[config.mk]
export PLATFORM = sky130hd
export DESIGN_NAME = data_sync
export DESIGN_NICKNAME = d
export VERILOG_FILES = /design/src/rtl/data_sync.sv
export SDC_FILE = /design/constraint.sdc
export NUM_CORES = 1
export LEC_CHECK = 0
export ABC_CLOCK_PERIOD_IN_PS = 850
export CAP_MARGIN = 20
export CORE_AREA = 2 2 39 41
export DETAILED_ROUTE_END_ITERATION = 12
export DIE_AREA = 0 0 41 43
export PLACE_DENSITY = 0.51
export SLEW_MARGIN = 20
export SYNTH_ARGS = -nofsm -noshare
export SYNTH_HDL_FRONTEND = slang
export SYNTH_SLANG_ARGS = --single-unit
export TNS_END_PERCENT = 50
[constraint.sdc]
create_clock -name clk -period 0.85 [get_ports clk]
set_input_delay 0.17 -clock clk [delete_from_list [all_inputs] [get_ports clk]]
set_output_delay 0.17 -clock clk [all_outputs]
set_load 0.02 [all_outputs]
[src/rtl/data_sync.sv]
// Receives a data word from a foreign clock domain: synchronizes the valid strobe,
// captures the word on its rising edge and holds it until the consumer acknowledges.
module data_sync #(
    parameter int WIDTH       = 4,
    parameter int SYNC_STAGES = 2
) (
    input  logic             clk,
    input  logic             reset,
    input  logic [WIDTH-1:0] in_data,
    input  logic             in_data_valid,
    output logic [WIDTH-1:0] out_data,
    output logic             out_data_valid,
    input  logic             out_data_retrieved,
    output logic             overflow
);

    typedef enum logic {
        EMPTY = 1'b0,
        FULL  = 1'b1
    } state_t;

    state_t                 state_q, state_d;
    logic [SYNC_STAGES-1:0] sync_q, sync_d;
    logic                   hist_q, hist_d;
    logic [WIDTH-1:0]       data_q, data_d;
    logic                   overflow_q, overflow_d;
    logic                   cap;

    always_ff @(posedge clk) begin
        if (reset) begin
            state_q    <= EMPTY;
            sync_q     <= '0;
            hist_q     <= 1'b0;
            data_q     <= '0;
            overflow_q <= 1'b0;
        end else begin
            state_q    <= state_d;
            sync_q     <= sync_d;
            hist_q     <= hist_d;
            data_q     <= data_d;
            overflow_q <= overflow_d;
        end
    end

    // Bit 0 is the metastability-exposed stage; only the last stage feeds logic.
    always_comb begin
        sync_d = {sync_q[SYNC_STAGES-2:0], in_data_valid};
        hist_d = sync_q[SYNC_STAGES-1];
        cap    = sync_q[SYNC_STAGES-1] & ~hist_q;
    end

    always_comb begin
        state_d    = state_q;
        data_d     = data_q;
        overflow_d = overflow_q;
        unique case (state_q)
            EMPTY: begin
                if (cap) begin
                    data_d  = in_data;
                    state_d = FULL;
                end
            end
            FULL: begin
                // A retrieve in the capture cycle frees the slot for the new word.
                if (cap && out_data_retrieved) begin
                    data_d = in_data;
                end else if (cap) begin
                    overflow_d = 1'b1;
                end else if (out_data_retrieved) begin
                    state_d = EMPTY;
                end
            end
            default: state_d = EMPTY;
        endcase
    end

    assign out_data       = data_q;
    assign out_data_valid = (state_q == FULL);
    assign overflow       = overflow_q;

endmodule

==> impl_metrics.py, run 1 <==
metrics = {
    "global_routing": {
        "grt_start_max_net_pins": 7,
        "globalRouteOverflowTotal": 0,
        "grt_use_total_pct": 10.76,
        "grt_pass1_vias": 294,
        "antenna_found_initial": 0,
        "grt_first_pass_wirelength_um": 1152,
    },
    "finish": {
        "fin_util_pct": 40.96,
        "multi_input_area_um2": 142.6,
        "nFillCells": 154,
        "syn_to_final_growth_pct": 81.93,
        "seq_area_um2": 187.7,
        "final_layout_size_suffix_gt1_share_pct": 50.00,
        "diodes": 0,
        "num-nets-final": 63,
    },
    "clocking": {
        "clk_pin_slew_ns": 0.06,
        "htree_levels": 1,
        "cts_tree": "done",
        "cts_buffers": 3,
        "clk_latency_ns": 0.25,
        "cts_root_buf": "clkbuf_4",
        "clkSinkCount": 9,
        "clk_path_buf_depth": 2,
        "post_cts_buffers": 0,
    },
    "logic_synthesis": {
        "yosysWarnings": 0,
        "synth_fa_ha_area_share_pct": 0,
        "synth.mux.area_fraction_pct": 0,
        "synth_top_area_share_pct": 57.83,
        "yosys.area_share.simple_pct": 23.29,
        "synth-xor-area-share_pct": 0,
        "syn_avg_cell_area_um2": 9.736,
        "synth_top_family_by_area": "simple AND/OR/NAND/NOR gates",
        "synth_cells": 32,
        "synth_top_cell_by_area": "dfxtp_1",
        "syn_area_um2": 311.5,
        "ys_ff_latch": 9,
        "synth_cell_type_count": 12,
        "synth_compound_area_share_pct": 16.47,
        "ys_top_cells_by_area": "dfxtp_1 (58%), a21oi_1 (8.0%), nand4_1 (8.0%), o21ai_1 (6.4%), nor2b_1 (6.0%)",
        "yosysSeqAreaShare_pct": 57.83,
        "synthesis.nets": 40,
    },
    "status": {
        "violations": "negative setup slack",
        "status": "finished, violations left",
    },
    "pwr": {
        "p_int_w": 0.0006914,
        "switching_share_pct": 21.74,
        "leakagePower_nw": 0.2227,
        "clockPowerShare_pct": 36.1,
        "p_switching_w": 0.0001920,
        "seq_power_share_pct": 50.5,
        "vdd.ir_drop.worst_uv": 560.0,
        "p_comb_share_pct": 13.4,
        "power.density_nw_per_um2": 1558,
    },
    "floorplanning": {
        "io_pins": 14,
        "fp.dieH_um": 43,
        "start_util_pct": 22.51,
        "coreArea_um2": 1384,
        "dieArea_um2": 1763,
        "rows": 14,
        "die_w_um": 41,
    },
    "setup_path": {
        "worstPathCellList": "clkdlybuf4s50_1, and2b_4, a31oi_1, nor2_1",
        "path_buf_inv": 1,
        "worst_ep_arrival_time_ns": 1.07,
        "crit_family": "buffers and inverters",
        "start_kind": "input pin",
        "cp-end-kind": "register",
        "worstPathRequired_ns": 1.00,
        "crit_path_max_incr_delay_ns": 0.49,
        "crit_slowest_cell": "clkdlybuf4s50_1",
        "critical_path_class": "input pin to register",
        "path_max_fanout": 5,
    },
    "timing": {
        "fin_skew_ns": 0.0008429,
        "setup_viol": 11,
        "rsz0062_at_grt": "true",
        "min_period_ns": 0.9246,
        "fmax_ghz": 1.081,
        "slew_headroom_pct": 89.29,
        "tightest_slew_ns": 0.1606,
        "slew_viol_final": 0,
        "layout_setup_ws_ns": -0.07465,
        "hold_violations": 0,
        "fin_crit_sh_pct": 108.8,
        "setup_tns_ns": -0.4689,
    },
    "flow_run": {
        "drv_cap": 0,
    },
    "routing": {
        "routedWlPerCell_um": 10.80,
        "drc": 0,
        "drtIter0Drc": 0,
        "viasPerCell": 4.429,
        "ant_nets": 0,
        "drt-total-wl_um": 756,
        "vias": 310,
        "first_pass_iters": 1,
    },
    "min_path": {
        "hold_path.class": "register to register",
    },
    "placed_design": {
        "io_buffers": 13,
        "hpwl_um": 544.3,
        "globalplace.congestion": 0.6836,
    },
}
==> metal layers <==
metal / wire length (um) / share of wire [%] / up-vias / track usage [%]
met5: 0 / 0 / - / 0
met4: 16 / 2.1 / 0 / 14.00
met3: 77 / 10 / 2 / 3.141
met2: 349 / 46 / 11 / 13.75
met1: 313 / 41 / 141 / 11.65
li1: - / - / 156 / -
==> path summary, 6_finish.rpt <==
path	startpoint	endpoint	slack (ns)	cells past startpoint
max	out_data_retrieved	overflow	-0.07	4
min	sync_q[0]	sync_q[1]	0.45	1
max reg2reg	out_data_valid	overflow	-0.07	4
min reg2reg	sync_q[0]	sync_q[1]	0.45	1
==> layout make-up <==
class	instances	area share [%]
Clock buffer	4	4.636
Inverter	1	0.6623
Multi-Input combinational cell	21	25.17
Sequential cell	9	33.11
Tap cell	16	3.532
Timing Repair Buffer	19	32.89
==> cell usage in the layout (no fill, tap or decap), drive strengths merged <==
cell type / netlist / final
clkbuf: 1 / 4
dfxtp: 9 / 9
nor2: 1 / 1
nor2b: 3 / 3
nand4: 4 / 4
inv: 1 / 1
o21ai: 4 / 4
clkdlybuf4s50: 0 / 7
a31oi: 1 / 1
buf: 0 / 12
nand2b: 2 / 2
a21oi: 5 / 5
and2b: 1 / 1
==> repair_timing <==
action | in CTS | in global routing
pin swaps | 7 | 1
endpoints found under the setup margin | 11 | 11
gates resized for setup | 42 | 4
hold buffers | 0 | 0
==> state kept, by name, indices dropped and copies added (netlist names) <==
| name | flops |
|---|---|
| out_data_valid | 1 |
| hist_q | 1 |
| sync_q | 2 |
| overflow | 1 |
| out_data | 4 |
==> cell families (layout without fill, tap and decap cells) <==
family	Yosys count	after routing
AND/OR/NAND/NOR	11	11
AO/OA/AOI/OAI	10	10
flip-flops	9	9
buffers and inverters	2	24
==> cells in the mapped netlist <==
| library cell | number |
|---|---|
| nor2_1 | 1 |
| o21ai_1 | 4 |
| a31oi_1 | 1 |
| nand2b_1 | 1 |
| dfxtp_1 | 9 |
| nand4_1 | 4 |
| a21oi_1 | 5 |
| inv_1 | 1 |
| clkbuf_1 | 1 |
| and2b_4 | 1 |
| nand2b_2 | 1 |
| nor2b_1 | 3 |
==> through the flow <==
| stage | power (W) | hold slack [ns] | instance area [um^2] | setup WS [ns] | instances |
|---|---|---|---|---|---|
| 2_1_floorplan | 0.0004905 | 0.2982 | 312.8 | 0.01174 | 32 |
| 3_3_place_gp | 0.0005610 | 0.4465 | 504.2 | -0.3187 | 66 |
| 3_5_place_dp | 0.0005606 | 0.4439 | 504.2 | -0.3186 | 66 |
| 4_1_cts | 0.0009065 | 0.4486 | 554.3 | -0.06185 | 70 |
| 5_1_grt | 0.0009372 | 0.4739 | 566.8 | -0.1086 | 70 |
| 6_report | 0.0008833 | 0.4509 | 566.8 | -0.07465 | 70 |
==> worst reg2reg max path: stages (launching register included) <==
cell and delay, ns:
dfxtp_2 0.33, buf_6 0.12, and2b_4 0.18, a31oi_1 0.14, nor2_1 0.05
==> power by group through the flow <==
stage | sequential (W) | clock [W] | combinational [W]
floorplan | 0.000463 | 0 | 0.0000274
global placement | 0.000452 | 0 | 0.000109
detailed placement | 0.000452 | 0 | 0.000109
CTS | 0.000446 | 0.000346 | 0.000115
global route | 0.000448 | 0.000362 | 0.000127
finish | 0.000446 | 0.000319 | 0.000118
(Power assumes the default switching activity.)
==> inputs of run 2 (changes only) <==
Settings changed: ABC_CLOCK_PERIOD_IN_PS 850 to 800.
Clock period 0.85 ns to 0.8 ns, I/O delays scaled along.
==> impl_metrics.py, run 2 (same netlist as run 1, synthesis figures left out) <==
metrics = {
    "setup_path": {
        "critical_path_class": "register to register",
        "path_max_fanout": 5,
        "worst_ep_arrival_time_ns": 1.06,
        "cp-end-kind": "register",
        "worstPathRequired_ns": 0.95,
        "start_kind": "register",
    },
    "clocking": {
        "clk_latency_ns": 0.25,
        "clk_pin_slew_ns": 0.06,
        "post_cts_buffers": 0,
        "clkSinkCount": 9,
        "clk_path_buf_depth": 2,
        "hold_buffers": 0,
        "htree_levels": 1,
        "cts_root_buf": "clkbuf_4",
        "cts_buffers": 3,
        "cts_tree": "done",
    },
    "global_routing": {
        "antenna_found_initial": 0,
        "grt_use_total_pct": 9.869,
        "grt_pass1_vias": 264,
        "grt_start_max_net_pins": 7,
        "globalRouteOverflowTotal": 0,
        "grt_first_pass_wirelength_um": 1090,
    },
    "routing": {
        "drtIter0Drc": 3,
        "drt-total-wl_um": 661,
        "first_pass_iters": 2,
        "vias": 299,
        "drc": 0,
        "ant_nets": 0,
        "routedWlPerCell_um": 9.443,
        "viasPerCell": 4.271,
    },
    "timing": {
        "layout_setup_ws_ns": -0.1150,
        "fmax_ghz": 1.093,
        "slew_viol_final": 0,
        "tightest_slew_ns": 0.1342,
        "setup_viol": 11,
        "fin_skew_ns": 0.006562,
        "setup_tns_ns": -0.9055,
        "min_period_ns": 0.9150,
        "hold_violations": 0,
        "slew_headroom_pct": 91.01,
        "rsz0062_at_grt": "true",
        "fin_crit_sh_pct": 114.4,
    },
    "floorplanning": {
        "fp.dieH_um": 43,
        "rows": 14,
        "dieArea_um2": 1763,
        "coreArea_um2": 1384,
        "start_util_pct": 22.51,
        "io_pins": 14,
        "die_w_um": 41,
    },
    "finish": {
        "largest_register_ff_count": 4,
        "diodes": 0,
        "syn_to_final_growth_pct": 79.12,
        "layout_commonest_cell": "clkdlybuf4s50_1",
        "final_layout_size_suffix_gt1_share_pct": 46.30,
        "design_area_um2": 558.0,
        "num-nets-final": 63,
        "final_cell_mix": "clkdlybuf4s50_1 (7), buf_6 (6), buf_4 (6), dfxtp_2 (5)",
    },
    "status": {
        "status": "finished, violations left",
        "violations": "negative setup slack",
    },
    "placed_design": {
        "dpl_cell_area_um2": 504.2,
        "io_buffers": 13,
        "globalplace.congestion": 0.6780,
    },
    "pwr": {
        "vdd.ir_drop.worst_uv": 742.7,
        "leakagePower_nw": 0.2204,
        "power_w": 0.0009304,
        "power.density_nw_per_um2": 1667,
    },
    "flow_run": {
        "drv_cap": 0,
    },
    "min_path": {
        "hold_path.class": "input pin to register",
    },
}
-- run 2: cell counts in the layout (fill, tap and decap cells not counted) --
No cell type changed its count.
-- run 2: final timing paths --
kind	start	endpoint	slack (ns)	cells after the start
setup / recovery	out_data_valid	out_data[0]	-0.12	4
hold / removal	in_data_valid	sync_q[0]	0.45	2
setup reg to reg	out_data_valid	out_data[0]	-0.12	4
hold reg to reg	sync_q[0]	sync_q[1]	0.46	1
-- run 2: worst max-delay path, stage by stage, from the launching register on --
cell and delay [ns]:
dfxtp_2 0.32, buf_6 0.11, and2b_4 0.18, o21ai_1 0.13, a21oi_1 0.07
-- run 2: repair_timing --
| item | CTS | global route |
|---|---|---|
| resized for setup | 41 | 2 |
| endpoints found under the hold margin | 0 | 0 |
| setup endpoints to repair | 12 | 11 |
| pin swaps | 6 | 3 |
| gates cloned | 0 | 0 |
-- run 2: layer usage --
metal | vias to the layer above | part of all wire [%] | GRT usage (%)
met2 | 11 | 40 | 11.56
met5 | - | 0 | 0
met4 | 0 | 1.2 | 12.00
met3 | 2 | 11 | 3.141
li1 | 157 | - | -
met1 | 129 | 47 | 12.01
-- run 2: where the power goes --
| part | internal (W) | switching [W] |
|---|---|---|
| sequential | 0.000464 | 0.00000822 |
| combinational | 0.0000767 | 0.0000453 |
| clock | 0.000191 | 0.000144 |
-- run 2: per-stage QoR --
stage | utilization, % | hold WS, ns | worst slack (ns) | instances
after CTS | 39.78 | 0.4430 | -0.1054 | 70
final | 40.33 | 0.4508 | -0.1150 | 70
after floorplan | - | 0.2882 | -0.03826 | 32
after global placement | 36.44 | 0.4428 | -0.3579 | 66
after global routing | 40.33 | 0.4563 | -0.1582 | 70
after detailed placement | 36.44 | 0.4434 | -0.3550 | 66
-- run 2: cell type report --
class / instances / area, um^2
clock buffers: 4 / 26.28
fillers: 155 / 825.8
inverters: 1 / 3.754
multi-input cells: 21 / 138.9
flip-flops and latches: 9 / 186.4
well taps: 16 / 20.02
repair buffers: 19 / 182.7
